`src/rtl/fifo_wr_packer.sv`:
```
// fifo_wr_packer: packs RATIO narrow stream beats into one wide FIFO word
// tagged with {last, valid-lane count minus 1}, and holds the word in place
// while the FIFO is full.
// Optional feature: define FIFO_WR_PACKER_TIMEOUT_EN to auto-flush a partial
// word after TIMEOUT idle cycles.
//
// state   | meaning
// --------+------------------------------------------------------------
// ST_FILL | output slot empty; beats collect in the lane registers
// ST_PEND | output word valid; HOLD while fifo_full (nothing accepted),
//         | DRAIN while !fifo_full (write, may load the next word)
module fifo_wr_packer #(
    parameter int IN_WIDTH  = 8,
    parameter int RATIO     = 4,
    parameter int TIMEOUT   = 64,
    localparam int CNT_W     = $clog2(RATIO),
    localparam int OUT_WIDTH = IN_WIDTH * RATIO + CNT_W + 1
) (
    input  logic                 rst_async,
    input  logic                 wr_clk,
    input  logic                 s_valid,
    output logic                 s_ready,
    input  logic [IN_WIDTH-1:0]  s_data,
    input  logic                 s_last,
    input  logic                 flush,
    output logic [OUT_WIDTH-1:0] fifo_din,
    output logic                 fifo_wr_en,
    input  logic                 fifo_full,
    output logic                 idle,
    output logic [15:0]          pkt_count
);

    localparam int LANE_W = IN_WIDTH * RATIO;

    typedef enum logic {
        ST_FILL = 1'b0,
        ST_PEND = 1'b1
    } state_t;

    state_t                 r_state;
    state_t                 w_state_next;
    logic [CNT_W-1:0]       r_idx;
    logic [LANE_W-1:0]      r_lanes;
    logic [LANE_W-1:0]      w_lanes_next;
    logic [OUT_WIDTH-1:0]   r_out_word;
    logic [OUT_WIDTH-1:0]   w_word;
    logic [15:0]            r_pkt_count;
    logic                   w_ready;
    logic                   w_wr_en;
    logic                   w_accept;
    logic                   w_flush_req;
    logic                   w_tmo_hit;
    logic                   w_beat_done;
    logic                   w_flush_nobeat;
    logic                   w_load;
    logic [CNT_W-1:0]       w_cnt;

`ifdef FIFO_WR_PACKER_TIMEOUT_EN
    localparam int TMO_W = $clog2(TIMEOUT + 1);
    logic [TMO_W-1:0] r_tmo_cnt;

    // Idle-cycle down-counter; reloads on any beat or emission, fires at zero
    always_ff @(posedge wr_clk or posedge rst_async) begin
        if (rst_async) begin
            r_tmo_cnt <= '0;
        end else if (w_load || w_accept || (r_idx == '0)) begin
            r_tmo_cnt <= TMO_W'(TIMEOUT - 1);
        end else if (r_tmo_cnt != '0) begin
            r_tmo_cnt <= r_tmo_cnt - 1'b1;
        end
    end

    assign w_tmo_hit = (r_idx != '0) && (r_tmo_cnt == '0);
`else
    // No auto-flush; TIMEOUT stays referenced but the term is always false
    assign w_tmo_hit = 1'b0 & (TIMEOUT < 0);
`endif

    assign w_flush_req = flush | w_tmo_hit;

    // Lane file with the current beat dropped into lane r_idx
    always_comb begin
        w_lanes_next = r_lanes;
        for (int i = 0; i < RATIO; i++) begin
            if (r_idx == CNT_W'(i)) begin
                w_lanes_next[i*IN_WIDTH +: IN_WIDTH] = s_data;
            end
        end
    end

    // Handshake, completion decode and next-state
    always_comb begin
        w_state_next   = r_state;
        w_ready        = 1'b1;
        w_wr_en        = 1'b0;
        w_accept       = 1'b0;
        w_beat_done    = 1'b0;
        w_flush_nobeat = 1'b0;
        w_load         = 1'b0;
        case (r_state)
            ST_FILL: begin
                w_ready = 1'b1;
                w_wr_en = 1'b0;
            end
            ST_PEND: begin
                w_ready = !fifo_full;
                w_wr_en = !fifo_full;
            end
            default: begin
                w_ready = 1'b0;
                w_wr_en = 1'b0;
            end
        endcase
        w_accept       = s_valid && w_ready;
        w_beat_done    = w_accept &&
                         ((r_idx == CNT_W'(RATIO - 1)) || s_last || w_flush_req);
        w_flush_nobeat = !w_accept && w_flush_req && (r_idx != '0) && w_ready;
        w_load         = w_beat_done || w_flush_nobeat;
        if (w_load) begin
            w_state_next = ST_PEND;
        end else if (w_wr_en) begin
            w_state_next = ST_FILL;
        end
    end

    // Word assembled from either the completing beat or the held partial lanes
    always_comb begin
        w_cnt  = w_accept ? r_idx : (r_idx - CNT_W'(1));
        w_word = {(w_accept & s_last), w_cnt,
                  (w_accept ? w_lanes_next : r_lanes)};
    end

    // State register
    always_ff @(posedge wr_clk or posedge rst_async) begin
        if (rst_async) begin
            r_state <= ST_FILL;
        end else begin
            r_state <= w_state_next;
        end
    end

    // Accumulator: lane index and lane file, cleared when a word is emitted
    always_ff @(posedge wr_clk or posedge rst_async) begin
        if (rst_async) begin
            r_idx   <= '0;
            r_lanes <= '0;
        end else if (w_load) begin
            r_idx   <= '0;
            r_lanes <= '0;
        end else if (w_accept) begin
            r_idx   <= r_idx + 1'b1;
            r_lanes <= w_lanes_next;
        end
    end

    // Output word register; only changes when a new word loads
    always_ff @(posedge wr_clk or posedge rst_async) begin
        if (rst_async) begin
            r_out_word <= '0;
        end else if (w_load) begin
            r_out_word <= w_word;
        end
    end

    // Packet counter: one per written word carrying the last flag
    always_ff @(posedge wr_clk or posedge rst_async) begin
        if (rst_async) begin
            r_pkt_count <= '0;
        end else if (w_wr_en && r_out_word[OUT_WIDTH-1]) begin
            r_pkt_count <= r_pkt_count + 16'd1;
        end
    end

    assign s_ready    = w_ready;
    assign fifo_wr_en = w_wr_en;
    assign fifo_din   = r_out_word;
    assign idle       = (r_idx == '0) && (r_state == ST_FILL);
    assign pkt_count  = r_pkt_count;

endmodule

```
`config.mk`:
```
export PLATFORM = sky130hd
export DESIGN_NAME = fifo_wr_packer
export DESIGN_NICKNAME = d
export VERILOG_FILES = /design/src/rtl/fifo_wr_packer.sv
export SDC_FILE = /design/constraint.sdc
export NUM_CORES = 1
export LEC_CHECK = 0
export ABC_CLOCK_PERIOD_IN_PS = 7500
export BUFFER_PORTS_ARGS = -buffer_cell sky130_fd_sc_hd__clkbuf_2
export CORE_MARGIN = 3
export CORE_UTILIZATION = 58
export CTS_CLUSTER_DIAMETER = 60
export DETAILED_ROUTE_END_ITERATION = 8
export GPL_TIMING_DRIVEN = 0
export PLACE_DENSITY = 0.86
export SKIP_LAST_GASP = 1
export SLEW_MARGIN = 20
export SYNTH_ARGS = -nofsm -noshare
export SYNTH_HDL_FRONTEND = slang
export SYNTH_SLANG_ARGS = --single-unit
```
`constraint.sdc`:
```
create_clock -name wr_clk -period 7.5 [get_ports wr_clk]
set_clock_uncertainty 0.2 [all_clocks]
set_input_delay 0.375 -clock wr_clk [delete_from_list [all_inputs] [get_ports wr_clk]]
set_output_delay 0.375 -clock wr_clk [all_outputs]
set_load 0.1 [all_outputs]
```
[Word-level counts from Yosys, hierarchy flattened]
Cells that the tools add are included.
Cells by class
  muxes and demuxes: 13
  $add $sub $neg: 3
  eq/ne operators: 3
  reductions and logical operators: 16
  bitwise gates (word level): 2
Operators with widths (count)
  2-to-1 mux 32 bit: 2
  2-to-1 mux 8 bit: 4
  adder 16 x 1 -> 16 bit (second input constant): 1
  logical AND 1 bit: 7
  2-to-1 mux 2 bit: 3
  nonzero test 2 bit: 3
  equality test 2 bit (second input constant): 2
  case mux 1 bit (2 select lines): 2
  logical OR 1 bit: 3
  adder 2 x 1 -> 2 bit (second input constant): 1
  equality test 2 x 1 -> 1 bit (second input constant): 1
  logical NOT 1 bit: 2
  logical NOT 2 bit: 1
  2-to-1 mux 1 bit: 2
  subtractor 2 x 1 -> 2 bit (second input constant): 1
  AND 1 bit: 1
  NOT 1 bit: 1
Word-level totals
  input port bits: 14
  word-level logic and storage cells: 42
  register bits after elaboration: 86
  output and inout bits: 54

[Depth between registers and ports, before layout]
  depth after elaboration: 9
  mapped depth: 8
  gate-level depth less buffers: 6

[Worst setup path before layout]
No wires, ideal clock.
  path kind: register to register
  from: register r_state
  to: register r_pkt_count[1], in the netlist pkt_count[1]
  path buffers: 0
  period minus slack after synthesis: 2.695 ns
  data required time: 7.174 ns
  setup time: 0.126 ns
  stages on the path, launching flop included: 4
  arrival time: 2.369 ns
  setup slack: 4.805 ns
  path through: dfrtp_1 -> nor2b_1 -> nand2_1 -> mux2_2
On the way
  longest elaborated chain between the ends: 3
RTL lines
  from (decl): line 40  | state_t r_state;
  from (signal assigned): line 138  | r_state <= w_state_next;
  NOT 1 bit: line 100  | case (r_state)
  case mux 1 bit (2 select lines) (*): line 100
  via fifo_wr_en: line 27  | output logic fifo_wr_en,
  logical AND 1 bit (*): line 169  | end else if (w_wr_en && r_out_word[OUT_WIDTH-1]) begin
  to (signal assigned): line 170  | r_pkt_count <= r_pkt_count + 16'd1;
  to (decl): line 47  | logic [15:0] r_pkt_count;
Mark *: on every way through the listed nets, which the timed path passes. The rest lies on a longest branch.
A chain may end at the register's enable or synchronous reset.

[Final worst setup path]
  from: register r_idx[1]
  to: output port idle
On the way
  longest elaborated chain between the ends: 2
RTL lines
  from (decl): line 42  | logic [CNT_W-1:0] r_idx;
  from (signal assigned): line 151  | r_idx <= r_idx + 1'b1;
  logical NOT 2 bit: line 177  | assign idle = (r_idx == '0) && (r_state == ST_FILL);
  logical AND 1 bit: line 177
  to (decl): line 29  | output logic idle,
No other way between the ends.

==> metrics.txt <==
Nets=between 400 and 500; status=completed; Gate Count Post-Synth=303; top-area cell type share of the netlist area=0.620; Inserted Clock Buffers=9; Clock Tree Buf Depth=2; YS warnings=0; Worst-Skew Late Latency=around 0.35 ns; All-Layer GR Usage=0.246; first-pass GRT wire length=13300 microns; Most Crowded Layer GR=met2; drt total wl=around 8000 microns; Vias=2524; Crit path arrival time=1.68 ns; Routability Congestion=0.780; Syn Std Cell Area=about 3500 sq um; required time worst endpoint=about 6.9 ns; vias in the first global route=~2600; footprint of the multi-input gates=1210 sq um; fmax=443 MHz; Die Width=83.3 microns; total grt overflow=0; Post-synth EDFFs=0; Post-synth ARST share=1.00; total clock sinks=86; initial DRC count=slightly below 200; Antenna Cells=0; die height=between 80 and 90 microns; fraction of layout cells with a size suffix above 1=0.263; # setup viols final=0; residual DRC count=0; Crit. End Element=primary output; Syn Nets=~320; worst slew pin tran=0.566 ns; M2 GR Usage=0.412; Yosys cell types=30; Synth Register Bits=86; Clock transition at path regs=0.08 ns; RSZ-0062 raised after global routing=false; Core ar.=5640 sq um; Max-slew headroom=0.624; max-slew violation count=0; CTS tree=done; largest net degree at the start of global routing=47; per-cell routed wire length=17.1 microns; HPWL Detailed=5380 microns; Initial DRT Pass Iterations=4; CP max FO=4; critical path start-end classification=flop to primary output; DIE AREA=6950 sq um; placed insts=443; Layout fillers=384; site row count=27; Post-Layout Inst Area=4140 sq um; max-cap viol count=0; dominant synthesized flop cell=dfrtp_1; min Tclk post-route=2.26 ns; CP startpoint kind=flop; largest area contributor in the netlist=dfrtp_1; H-tree Lvls=3; Synth top cells by count=86 x dfrtp_1, 46 x nand2_1, 39 x nor2_1; final hold vios=0; register area=2150 sq um; Hold Path Class=input port to flop; Buffers on Ports=67; top cells by area, synth=dfrtp_1 62%, mux2i_1 9.2%, nand2_1 5.0%; ANT nets after route=0; Starting Density=0.615; Final period util=0.301; Post-DP Area=3930 sq um; Root Driver=clkbuf_8; post-route insts no fill=460; routing usage on met1=0.315; Avg Synthesized Cell Area=11.5 sq um; total negative slack=0 ns; antenna violations before repair=0; Area Growth Syn to Fin=19.4%; DR vias/cell=5.49; cell with the most instances after synthesis=dfrtp_1; IO Pins=68; Seq/Total Area, Yosys=0.620; met3 usage=0.0635
## registers in the layout, indices dropped and copies added, names as in the netlist
name,cells
r_state,1
r_lanes,32
r_idx,2
fifo_din,35
pkt_count,16
## routing by layer
| layer | vias to the layer above | wire (microns) |
|---|---|---|
| met4 | 0 | 106 |
| met1 | 1277 | 3260 |
| met3 | 9 | 423 |
| li1 | 1167 | - |
| met5 | - | 0 |
| met2 | 71 | 4080 |
## critical path: stages, from the launching register on
cell	delay, ns
dfrtp_1	0.42
inv_1	0.11
ha_1	0.23
and2b_1	0.14
clkbuf_2	0.45
## what timing repair did
item,4_1_cts,5_1_grt
buffers inserted,0,0
hold buffers,1,0
hold endpoints to repair,40,0
gates resized for setup,0,0
## worst paths after layout
check,startpoint,depth (start not counted),end,slack (ns)
worst max register to register,r_idx[0],5,fifo_din[6],5.44
min in group asynchronous,rst_async,3,fifo_din[10],0.41
max in group asynchronous,rst_async,4,fifo_din[29],6.08
worst max-delay path,r_idx[1],4,idle,5.24
worst min register to register,fifo_din[32],2,fifo_din[32],0.29
worst min-delay path,s_last,2,fifo_din[34],0.08
## layout by cell type, fill, tap and decap left out, drive strengths merged, types with 2 or more instances in the layout
| cell type | Yosys | final |
|---|---|---|
| nor2 | 39 | 39 |
| mux2i | 32 | 32 |
| clkinv | 0 | 4 |
| o21ai | 34 | 34 |
| nand4 | 3 | 3 |
| clkbuf | 3 | 81 |
| dfrtp | 86 | 86 |
| buf | 10 | 11 |
| nand3 | 7 | 7 |
| ha | 5 | 5 |
| nor2b | 2 | 2 |
| mux2 | 2 | 2 |
| inv | 4 | 4 |
| nand2 | 50 | 50 |
| xnor2 | 16 | 16 |
## cell type report
class,instances,area share
clock buffer,11,0.0365
multi-input combinational,200,0.292
clock inverter,5,0.0139
sequential,86,0.519
tap,72,0.0217
inverter,4,0.00423
timing repair buffer,69,0.0900
buffer,13,0.0226
## stage by stage
| step | setup slack, ns | hold slack (ns) | utilization |
|---|---|---|---|
| after global placement | 3.88 | 0.261 | 0.690 |
| after detailed placement | 5.46 | 0.247 | 0.696 |
| final | 5.24 | 0.0790 | 0.735 |
| after CTS | 5.22 | 0.0671 | 0.735 |
| after global routing | 5.16 | 0.0616 | 0.735 |
| after floorplan | 4.70 | 0.279 | - |
## kinds of logic (layout without fill, tap and decap cells)
kind of cell    after synthesis  after routing  synth area share
simple gates                106            106             0.129
xor+xnor                     16             16            0.0404
compound gates               39             39            0.0609
buf+inv                      17            102            0.0314
flops                        86             86             0.620
fa+ha+maj                     5              5            0.0180
mux                          34             34            0.0999
Power is left out: the tool's default activity adds up to more than one toggle a clock period on the data nets, which glitch-free logic cannot reach.
